===== config.mk =====
export PLATFORM = sky130hd
export DESIGN_NAME = ni_vc_send_dma_flat
export DESIGN_NICKNAME = d
export VERILOG_FILES = /design/src/rtl/ni_vc_send_dma_pkg.sv /design/src/rtl/ni_vc_send_dma_if.sv /design/src/rtl/ni_vc_send_dma.sv /design/src/flat_wrapper.sv
export SDC_FILE = /design/constraint.sdc
export NUM_CORES = 1
export LEC_CHECK = 0
export ABC_AREA = 1
export CAP_MARGIN = 10
export CORE_ASPECT_RATIO = 1.4
export CORE_MARGIN = 1.5
export CORE_UTILIZATION = 60
export CTS_BUF_LIST = sky130_fd_sc_hd__clkbuf_8
export DETAILED_ROUTE_END_ITERATION = 16
export DONT_BUFFER_PORTS = 1
export MAX_ROUTING_LAYER = met4
export PLACE_DENSITY_LB_ADDON = 0.15
export SLEW_MARGIN = 10
export SYNTH_ARGS = -nofsm -noshare
export SYNTH_HDL_FRONTEND = slang
export SYNTH_SLANG_ARGS = --single-unit

===== constraint.sdc =====
create_clock -name clk -period 3 [get_ports clk]
set_input_delay 0.3 -clock clk [delete_from_list [all_inputs] [get_ports clk]]
set_output_delay 0.3 -clock clk [all_outputs]
set_load 0.02 [all_outputs]

===== src/rtl/ni_vc_send_dma_pkg.sv =====
`default_nettype none
// ============================================================================
// Module   : ni_vc_send_dma_pkg
// Purpose  : Shared NI definitions for the send DMA and the NI register bank:
//            flit header bit positions, head-flit field LSBs and the send-FSM
//            state encoding.
// Ports    : none (package)
// Revision : 1.0 - initial release
// ============================================================================
package ni_vc_send_dma_pkg;

    // Flit header: bit 1 marks a head flit, bit 0 marks a tail flit.
    localparam int HDR_HEAD_BIT    = 1;
    localparam int HDR_TAIL_BIT    = 0;

    // Head-flit payload field LSB positions.
    localparam int FLIT_DEST_LSB   = 0;
    localparam int FLIT_CLASS_LSB  = 16;
    localparam int FLIT_WEIGHT_LSB = 24;

    typedef enum logic [1:0] {
        SEND_IDLE = 2'd0,
        SEND_HEAD = 2'd1,
        SEND_RD   = 2'd2,
        SEND_BODY = 2'd3
    } send_state_e;

endpackage : ni_vc_send_dma_pkg
`default_nettype wire


===== src/rtl/ni_vc_send_dma_if.sv =====
`default_nettype none
// ============================================================================
// Module   : ni_vc_send_dma_if
// Purpose  : Bundles the send DMA's Wishbone read-master bus and its flit
//            output handshake.
// Ports    : m_adr_o/m_cyc_o/m_stb_o/m_we_o (master -> slave), m_dat_i/m_ack_i
//            (slave -> master), flit_valid/flit_hdr/flit_dat (master -> sink),
//            flit_ready (sink -> master).
//            modport master : the DMA side; modport slave : memory/flit sink.
// Revision : 1.0 - initial release
// ============================================================================
interface ni_vc_send_dma_if #(
    parameter int Dw = 32
);
    logic [Dw-1:0] m_adr_o;
    logic          m_cyc_o;
    logic          m_stb_o;
    logic          m_we_o;
    logic [Dw-1:0] m_dat_i;
    logic          m_ack_i;

    logic          flit_valid;
    logic          flit_ready;
    logic [1:0]    flit_hdr;
    logic [Dw-1:0] flit_dat;

    modport master (
        output m_adr_o, m_cyc_o, m_stb_o, m_we_o,
        input  m_dat_i, m_ack_i,
        output flit_valid, flit_hdr, flit_dat,
        input  flit_ready
    );

    modport slave (
        input  m_adr_o, m_cyc_o, m_stb_o, m_we_o,
        output m_dat_i, m_ack_i,
        input  flit_valid, flit_hdr, flit_dat,
        output flit_ready
    );
endinterface : ni_vc_send_dma_if
`default_nettype wire


===== src/rtl/ni_vc_send_dma.sv =====
`default_nettype none
// ============================================================================
// Module   : ni_vc_send_dma
// Purpose  : NI virtual-channel send DMA. On send_start it emits a head flit
//            built from the latched destination/class/weight, then for each
//            payload word performs one Wishbone read and forwards the word as
//            a body flit; the last body flit (or the head, for an empty
//            packet) carries the tail bit.
// Ports    : clk, reset (async, active-high)
//            send_start, send_start_addr, send_data_size, dest_e_addr,
//            pck_class, weight  - request fields from the NI register bank
//            send_fsm_is_ideal  - high while the FSM is idle
//            send_done          - one-cycle pulse after tail-flit acceptance
//            bus                - Wishbone read master + flit output
// Revision : 1.0 - initial release
// ============================================================================
module ni_vc_send_dma
    import ni_vc_send_dma_pkg::*;
#(
    parameter  int MAX_TRANSACTION_WIDTH = 10,
    parameter  int Dw                    = 32,
    parameter  int EAw                   = 4,
    parameter  int C                     = 4,
    parameter  int WEIGHTw               = 4,
    localparam int Cw                    = (C > 1) ? $clog2(C) : 1
) (
    input  logic                             clk,
    input  logic                             reset,
    input  logic                             send_start,
    input  logic [Dw-1:0]                    send_start_addr,
    input  logic [MAX_TRANSACTION_WIDTH-1:0] send_data_size,
    input  logic [EAw-1:0]                   dest_e_addr,
    input  logic [Cw-1:0]                    pck_class,
    input  logic [WEIGHTw-1:0]               weight,
    output logic                             send_fsm_is_ideal,
    output logic                             send_done,
    ni_vc_send_dma_if.master                 bus
);

    send_state_e                      state_q;
    logic [Dw-1:0]                    addr_q;
    logic [MAX_TRANSACTION_WIDTH-1:0] remaining_q;
    logic [Dw-1:0]                    data_q;
    logic [EAw-1:0]                   dest_q;
    logic [Cw-1:0]                    class_q;
    logic [WEIGHTw-1:0]               weight_q;
    logic                             flit_valid_q;
    logic [1:0]                       flit_hdr_q;
    logic                             cyc_q;
    logic                             done_q;
    logic [Dw-1:0]                    head_word;

    localparam logic [MAX_TRANSACTION_WIDTH-1:0] c_ONE = MAX_TRANSACTION_WIDTH'(1);

    always_comb begin
        head_word                                 = '0;
        head_word[FLIT_DEST_LSB   +: EAw]         = dest_q;
        head_word[FLIT_CLASS_LSB  +: Cw]          = class_q;
        head_word[FLIT_WEIGHT_LSB +: WEIGHTw]     = weight_q;
    end

    always_ff @(posedge clk or posedge reset) begin
        if (reset) begin
            state_q      <= SEND_IDLE;
            addr_q       <= '0;
            remaining_q  <= '0;
            data_q       <= '0;
            dest_q       <= '0;
            class_q      <= '0;
            weight_q     <= '0;
            flit_valid_q <= 1'b0;
            flit_hdr_q   <= 2'b00;
            cyc_q        <= 1'b0;
            done_q       <= 1'b0;
        end else begin
            done_q <= 1'b0;
            case (state_q)
                SEND_IDLE: begin
                    if (send_start) begin
                        addr_q                   <= send_start_addr;
                        remaining_q              <= send_data_size;
                        dest_q                   <= dest_e_addr;
                        class_q                  <= pck_class;
                        weight_q                 <= weight;
                        flit_valid_q             <= 1'b1;
                        flit_hdr_q               <= 2'b00;
                        flit_hdr_q[HDR_HEAD_BIT] <= 1'b1;
                        flit_hdr_q[HDR_TAIL_BIT] <= (send_data_size == '0);
                        state_q                  <= SEND_HEAD;
                    end
                end
                SEND_HEAD: begin
                    if (bus.flit_ready) begin
                        flit_valid_q <= 1'b0;
                        flit_hdr_q   <= 2'b00;
                        if (remaining_q == '0) begin
                            done_q  <= 1'b1;
                            state_q <= SEND_IDLE;
                        end else begin
                            cyc_q   <= 1'b1;
                            state_q <= SEND_RD;
                        end
                    end
                end
                SEND_RD: begin
                    // Single-beat read: the request drops right after the ack.
                    if (bus.m_ack_i) begin
                        data_q                   <= bus.m_dat_i;
                        cyc_q                    <= 1'b0;
                        flit_valid_q             <= 1'b1;
                        flit_hdr_q               <= 2'b00;
                        flit_hdr_q[HDR_TAIL_BIT] <= (remaining_q == c_ONE);
                        state_q                  <= SEND_BODY;
                    end
                end
                SEND_BODY: begin
                    if (bus.flit_ready) begin
                        addr_q       <= addr_q + Dw'(1);
                        remaining_q  <= remaining_q - c_ONE;
                        flit_valid_q <= 1'b0;
                        flit_hdr_q   <= 2'b00;
                        if (remaining_q == c_ONE) begin
                            done_q  <= 1'b1;
                            state_q <= SEND_IDLE;
                        end else begin
                            cyc_q   <= 1'b1;
                            state_q <= SEND_RD;
                        end
                    end
                end
                default: state_q <= SEND_IDLE;
            endcase
        end
    end

    // Payload is selected from registers only, so it cannot change while a
    // flit is waiting for flit_ready.
    always_comb begin
        case (state_q)
            SEND_HEAD: bus.flit_dat = head_word;
            SEND_BODY: bus.flit_dat = data_q;
            default:   bus.flit_dat = '0;
        endcase
    end

    assign bus.flit_valid    = flit_valid_q;
    assign bus.flit_hdr      = flit_hdr_q;
    assign bus.m_adr_o       = addr_q;
    assign bus.m_cyc_o       = cyc_q;
    assign bus.m_stb_o       = cyc_q;
    assign bus.m_we_o        = 1'b0;
    assign send_done         = done_q;
    assign send_fsm_is_ideal = (state_q == SEND_IDLE);

endmodule : ni_vc_send_dma
`default_nettype wire


===== src/flat_wrapper.sv =====
// flat-port wrapper written by rule: the top's interface ports become plain ports
module ni_vc_send_dma_flat import ni_vc_send_dma_pkg::*;
#(
    parameter  int MAX_TRANSACTION_WIDTH = 10,
    parameter  int Dw                    = 32,
    parameter  int EAw                   = 4,
    parameter  int C                     = 4,
    parameter  int WEIGHTw               = 4,
    localparam int Cw                    = (C > 1) ? $clog2(C) : 1
)
  (clk, reset, send_start, send_start_addr, send_data_size, dest_e_addr, pck_class, weight, send_fsm_is_ideal, send_done, bus_m_adr_o, bus_m_cyc_o, bus_m_stb_o, bus_m_we_o, bus_m_dat_i, bus_m_ack_i, bus_flit_valid, bus_flit_hdr, bus_flit_dat, bus_flit_ready);
  ni_vc_send_dma_if #(.Dw(Dw)) bus_i ();
  input  logic clk;
  input  logic reset;
  input  logic send_start;
  input  logic [Dw-1:0] send_start_addr;
  input  logic [MAX_TRANSACTION_WIDTH-1:0] send_data_size;
  input  logic [EAw-1:0] dest_e_addr;
  input  logic [Cw-1:0] pck_class;
  input  logic [WEIGHTw-1:0] weight;
  output logic send_fsm_is_ideal;
  output logic send_done;
  output wire logic [$bits(bus_i.m_adr_o)-1:0] bus_m_adr_o;
  output wire logic [$bits(bus_i.m_cyc_o)-1:0] bus_m_cyc_o;
  output wire logic [$bits(bus_i.m_stb_o)-1:0] bus_m_stb_o;
  output wire logic [$bits(bus_i.m_we_o)-1:0] bus_m_we_o;
  input wire logic [$bits(bus_i.m_dat_i)-1:0] bus_m_dat_i;
  input wire logic [$bits(bus_i.m_ack_i)-1:0] bus_m_ack_i;
  output wire logic [$bits(bus_i.flit_valid)-1:0] bus_flit_valid;
  output wire logic [$bits(bus_i.flit_hdr)-1:0] bus_flit_hdr;
  output wire logic [$bits(bus_i.flit_dat)-1:0] bus_flit_dat;
  input wire logic [$bits(bus_i.flit_ready)-1:0] bus_flit_ready;
  assign bus_m_adr_o = bus_i.m_adr_o;
  assign bus_m_cyc_o = bus_i.m_cyc_o;
  assign bus_m_stb_o = bus_i.m_stb_o;
  assign bus_m_we_o = bus_i.m_we_o;
  assign bus_i.m_dat_i = bus_m_dat_i;
  assign bus_i.m_ack_i = bus_m_ack_i;
  assign bus_flit_valid = bus_i.flit_valid;
  assign bus_flit_hdr = bus_i.flit_hdr;
  assign bus_flit_dat = bus_i.flit_dat;
  assign bus_i.flit_ready = bus_flit_ready;
  ni_vc_send_dma #(.MAX_TRANSACTION_WIDTH(MAX_TRANSACTION_WIDTH), .Dw(Dw), .EAw(EAw), .C(C), .WEIGHTw(WEIGHTw)) u_core (.clk(clk), .reset(reset), .send_start(send_start), .send_start_addr(send_start_addr), .send_data_size(send_data_size), .dest_e_addr(dest_e_addr), .pck_class(pck_class), .weight(weight), .send_fsm_is_ideal(send_fsm_is_ideal), .send_done(send_done), .bus(bus_i));
endmodule

==> results of run 1 <==
[cells in the final DEF, fill, tap and decap left out, types with 2 or more instances in the layout]
cell type	instances
nand2_1	255
nor2_1	124
dfrtp_1	91
inv_1	82
o21ai_0	55
nand3_1	42
a21oi_1	25
clkbuf_8	9
o21ai_1	8
or2_2	7
o22ai_1	6
a22o_1	6
mux2_2	6
nand2_2	4
nor2_4	4
nand4_1	4
nor2_2	3
xor2_1	3
nor3_1	3
ha_1	3
inv_6	3
buf_4	3
nand2_4	2
a22oi_1	2
nor4_1	2
clkinv_4	2
inv_8	2
buf_12	2
[cell families after synthesis]
logic type,Yosys count,share of synthesized area
adder cells (fa/ha/maj),3,0.00701
flip-flops,91,0.425
XOR/XNOR,3,0.00490
AO/OA/AOI/OAI,106,0.107
buffers and inverters,116,0.0971
AND/OR/NAND/NOR,451,0.343
other,1,0.000700
multiplexers,7,0.0145
[critical path: stages (launching register included)]
cell and delay (ns):
dfrtp_1 0.44, nor2_2 0.33, nand2_2 0.32, nand2_4 0.50
inv_4 0.26, a21oi_2 0.20, o21ai_1 0.09, nand2_1 0.07
nand2_1 0.05, inv_1 0.05
[registers in the layout (all words and copies together), names as in the netlist]
name	cells
u_core.bus.m_adr_o	32
u_core.data_q	32
u_core.remaining_q	10
u_core.dest_q	4
u_core.weight_q	4
u_core.bus.flit_hdr	2
u_core.class_q	2
u_core.state_q	2
u_core.bus.flit_valid	1
u_core.bus.m_cyc_o	1
u_core.send_done	1
[cell type report]
type / count / area [µm²] / share of cell area
inverter: 85 / 323 / 0.0580
clock inverter: 7 / 66.3 / 0.0119
clock buffer: 9 / 124 / 0.0223
multi-input combinational: 571 / 2570 / 0.462
timing repair buffer: 6 / 72.6 / 0.0130
sequential: 91 / 2280 / 0.409
tap: 105 / 131 / 0.0236
[power by group]
part	internal (µW)	leakage, µW	switching [µW]
sequential	1810	0.00109	823
clock	325	0.0000986	501
combinational	814	0.00150	1840
[what timing repair did]
action	4_1_cts	5_1_grt
hold buffers	1	0
hold endpoints to repair	43	0
setup endpoints to repair	0	0
[cells in the mapped netlist (7+ instances only)]
master,count
o21ai_0,55
o21ai_1,8
nand2_1,255
buf_4,7
nor2_1,125
buf_2,15
dfrtp_1,91
or2_2,7
nand3_1,42
inv_1,83
a21oi_1,25
[per-stage QoR]
step                cells  hold WS [ns]  area [µm²]  power, µW  worst slack [ns]
global placement      857         0.342        5360       5170             0.753
CTS                   874        0.0218        5560       6130             0.630
detailed placement    857         0.353        5360       5300             0.656
finish                874        0.0314        5560       6110             0.636
floorplan             778         0.417        5360       4770             0.336
global route          874        0.0224        5560       6640             0.411
[per-layer routing]
| layer | up-vias | part of all wire | wire (µm) |
|---|---|---|---|
| met4 | 0 | 0.047 | 609 |
| met3 | 39 | 0.071 | 930 |
| li1 | 2401 | - | - |
| met2 | 183 | 0.50 | 6530 |
| met5 | - | 0 | 0 |
| met1 | 2211 | 0.38 | 4960 |
[worst paths after layout]
kind | start | to | slack [ns] | cells after the start
max reg2reg | u_core.state_q[0] | u_core.bus.m_adr_o[9] | 0.64 | 9
min reg2reg | u_core.data_q[3] | u_core.data_q[3] | 0.48 | 2
min | bus_m_dat_i[25] | u_core.data_q[25] | 0.03 | 2
max in group asynchronous | reset | u_core.remaining_q[3] | 1.77 | 3
min in group asynchronous | reset | u_core.data_q[26] | 0.50 | 2
max | u_core.state_q[0] | u_core.bus.m_adr_o[9] | 0.64 | 9
==> impl_metrics.py, run 1 <==
metrics = {
    "worst_setup_path": {
        "cp.required_ns": 3.32,
        "critPathMaxFanout": 51,
        "crit_arrival_ns": 2.68,
        "cp-start-kind": "flip-flop",
        "cp-end-kind": "flip-flop",
        "critical_path_class": "reg -> reg",
    },
    "grt": {
        "track_usage": 0.290,
        "grt_use_met3": 0.0696,
        "antenna_found_initial": 0,
        "use_met2": 0.491,
        "grt.overflow.total": 0,
        "grt_start_max_net_pins": 62,
        "grt_first_pass_wirelength_um": 21600,
        "grtUsageMet1": 0.316,
        "grt_pass1_vias": 4729,
        "grt-busiest-layer": "met2",
    },
    "layout": {
        "drive_gt1_frac": 0.0663,
        "fin_nets": 856,
        "syn2layout_area_growth_pct": 3.81,
        "fillers": 794,
        "diodes": 0,
        "finish.utilization": 0.646,
    },
    "yosys": {
        "syn-cell-area_um2": 5360,
        "avgSynthCellArea_um2": 6.89,
        "synthTopCellsByArea": "dfrtp_1 (42%), nand2_1 (18%), nor2_1 (8.8%), inv_1 (5.8%), o21ai_0 (5.1%)",
        "synth_edf_count": 0,
        "synth_cell_types": 36,
        "synth_top_cell_by_area": "dfrtp_1",
        "yosys.area.top_type_share": 0.425,
        "ys_ff_latch": 91,
        "seq_area_frac_synth": 0.425,
        "synth_cells": 778,
        "syn-num-nets": 870,
        "synth-async-reset-ratio": 1.00,
        "synth_ff_type": "dfrtp_1",
        "yosysWarnings": 0,
    },
    "clock_network": {
        "cts_tree": "built",
        "htreeDepth": 3,
        "cts_resized": 0,
        "clk_pin_slew_worst_paths_ns": 0.10,
        "clk_latency_ns": 0.38,
        "cts_sinks": 91,
        "post-cts-setup-buffers": 0,
        "cts_buffers": 9,
        "root_buffer": "clkbuf_8",
        "clockBufferDepth": 2,
    },
    "floorplan": {
        "row_count": 40,
        "num_io_pins": 161,
        "die_height_um": 115,
        "design.die.area_um2": 9520,
        "initial_core_util": 0.623,
        "coreArea_um2": 8610,
        "die_w_um": 82.9,
    },
    "pwr": {
        "ir_worst_vdd_v": 0.000586,
        "p_leak_uw": 0.00269,
        "power.density_nw_per_um2": 1100,
    },
    "flow_run": {
        "maxCapViolCount": 0,
    },
    "run_status": {
        "outcome": "complete, no violations",
    },
    "timing": {
        "slew_headroom": 0.456,
        "final_max_slew_viol_count": 0,
        "finalSetupTns_ns": 0,
        "hold_viol": 0,
        "finalCritPeriodShare": 0.788,
        "rsz0062_at_grt": "no",
        "fin_skew_ns": 0.0131,
        "finalCriticalPeriod_ns": 2.36,
        "tightest_slew_ns": 0.815,
        "timing.fmax_ghz": 0.423,
        "setup_violations": 0,
    },
    "placed_design": {
        "io_buffers": 0,
        "gp_congestion": 0.893,
        "dp_hpwl_um": 9480,
    },
    "worst_hold_path": {
        "hp-class": "in -> reg",
    },
    "route": {
        "wire_per_inst_um": 14.9,
        "vias_per_cell": 5.53,
        "final_antenna_net_count": 0,
        "drc": 0,
        "firstDrtPassIters": 5,
        "vias": 4834,
        "dr.first_iter.drc_count": 309,
        "finalWirelength_um": 13000,
    },
}
Power figures use the tool's default switching activity.
==> run 2: changes to the inputs <==
- clock period: 3 -> 2.13 ns (I/O delays scaled with it)
==> impl_metrics.py, run 2 (synthesized netlist as in run 1, its figures left out) <==
metrics = {
    "pwr": {
        "power.density_nw_per_um2": 1490,
        "ir_worst_vdd_v": 0.000927,
        "p_sw_frac": 0.507,
        "finalPower_uw": 9080,
        "p_switching_uw": 4600,
        "p_leak_uw": 0.00294,
        "power_frac_seq": 0.395,
        "internal-power_uw": 4480,
        "pwr-share-clk": 0.135,
        "power_frac_comb": 0.470,
    },
    "route": {
        "final_antenna_net_count": 0,
        "wire_per_inst_um": 15.9,
        "finalWirelength_um": 14800,
        "vias_per_cell": 5.57,
        "dr.first_iter.drc_count": 284,
        "drc": 0,
        "vias": 5194,
        "firstDrtPassIters": 5,
    },
    "timing": {
        "timing.fmax_ghz": 0.504,
        "finalCriticalPeriod_ns": 1.98,
        "finalCritPeriodShare": 0.931,
        "finalSetupTns_ns": 0,
        "final_max_slew_viol_count": 0,
        "hold_viol": 0,
        "hold_ws_ns": 0.000973,
        "setup_violations": 0,
        "fin_skew_ns": 0.0124,
        "rsz0062_at_grt": "no",
    },
    "grt": {
        "antenna_found_initial": 0,
        "grt_pass1_vias": 5081,
        "grt_start_max_net_pins": 92,
        "grt.overflow.total": 0,
        "track_usage": 0.329,
        "grt_first_pass_wirelength_um": 24100,
    },
    "clock_network": {
        "clk_pin_slew_worst_paths_ns": 0.10,
        "post-cts-setup-buffers": 0,
        "cts_tree": "built",
        "clk_latency_ns": 0.38,
        "cts_buffers": 9,
        "clockBufferDepth": 2,
        "root_buffer": "clkbuf_8",
        "cts_sinks": 91,
        "htreeDepth": 3,
    },
    "layout": {
        "syn2layout_area_growth_pct": 14.1,
        "drive_gt1_frac": 0.0833,
        "mostFrequentLayoutCell": "nand2_1",
        "diodes": 0,
        "mostFrequentLayoutCells": "nand2_1 (255), nor2_1 (123), dfrtp_1 (91), inv_1 (82), o21ai_0 (55)",
        "fin_nets": 915,
    },
    "worst_setup_path": {
        "cp-end-kind": "primary output",
        "cp-start-kind": "flip-flop",
        "crit_arrival_ns": 1.77,
        "critical_path_class": "reg -> out",
        "startpoint": "u_core.state_q[1]",
        "critPathMaxFanout": 21,
        "r2r_slack_ns": 0.25,
        "r2r-start": "u_core.bus.m_adr_o[8]",
        "cp.required_ns": 1.92,
    },
    "worst_hold_path": {
        "min_from": "bus_flit_ready",
        "hp-class": "in -> reg",
    },
    "flow_run": {
        "maxCapViolCount": 0,
    },
    "floorplan": {
        "row_count": 40,
        "die_w_um": 82.9,
        "design.die.area_um2": 9520,
        "num_io_pins": 161,
        "die_height_um": 115,
        "initial_core_util": 0.623,
        "coreArea_um2": 8610,
    },
    "run_status": {
        "outcome": "complete, no violations",
    },
    "placed_design": {
        "io_buffers": 0,
        "gp_congestion": 0.983,
        "dp_hpwl_um": 9970,
    },
}
## run 2: final timing paths
check                                          to  cells past startpoint
min in group asynchronous   u_core.remaining_q[6]                      3
hold reg to reg                  u_core.data_q[2]                      2
setup reg to reg           u_core.bus.m_adr_o[18]                      9
setup / recovery                 bus_flit_dat[16]                      6
hold / removal                  u_core.state_q[0]                      3
max in group asynchronous      u_core.weight_q[2]                      3
## run 2: power by group through the flow
stage	Combinational (µW)	Sequential, µW	Clock, µW
after floorplan	3240	3490	0
after global placement	3990	3560	0
after detailed placement	4110	3590	0
after CTS	4190	3560	1230
after global routing	4810	3690	1300
final	4270	3590	1230
## run 2: per-layer routing
layer / global-route usage / wire length (µm) / part of all wire
met4: 0.160 / 575 / 0.039
met1: 0.364 / 5670 / 0.38
met2: 0.570 / 7620 / 0.51
met3: 0.0646 / 969 / 0.065
met5: - / 0 / 0
## run 2: through the flow
stage	util	instance area (µm²)	instances	setup WS [ns]
2_1_floorplan	-	5360	778	0.557
3_3_place_gp	0.637	5480	874	0.240
5_1_grt	0.710	6120	933	0.0349
4_1_cts	0.710	6110	933	0.0895
3_5_place_dp	0.637	5480	874	0.243
6_report	0.710	6120	933	0.147
## run 2: layout make-up
cell class	count	area, µm²
clock buffers	9	124
clock inverters	7	75.1
inverters	85	325
repair buffers	65	612
flip-flops and latches	91	2280
multi-input cells	571	2570
well taps	105	131
fillers	674	2490
## run 2: what timing repair did
item,in CTS,in global routing
hold buffers,43,0
hold endpoints to repair,133,0
setup endpoints to repair,0,6
resized for setup,0,2
## run 2: critical path: stages (launching register included)
cell     delay [ns]
dfrtp_1        0.46
nand2_2        0.09
inv_2          0.18
buf_4          0.29
nand2_1        0.07
o21ai_0        0.11
buf_4          0.19
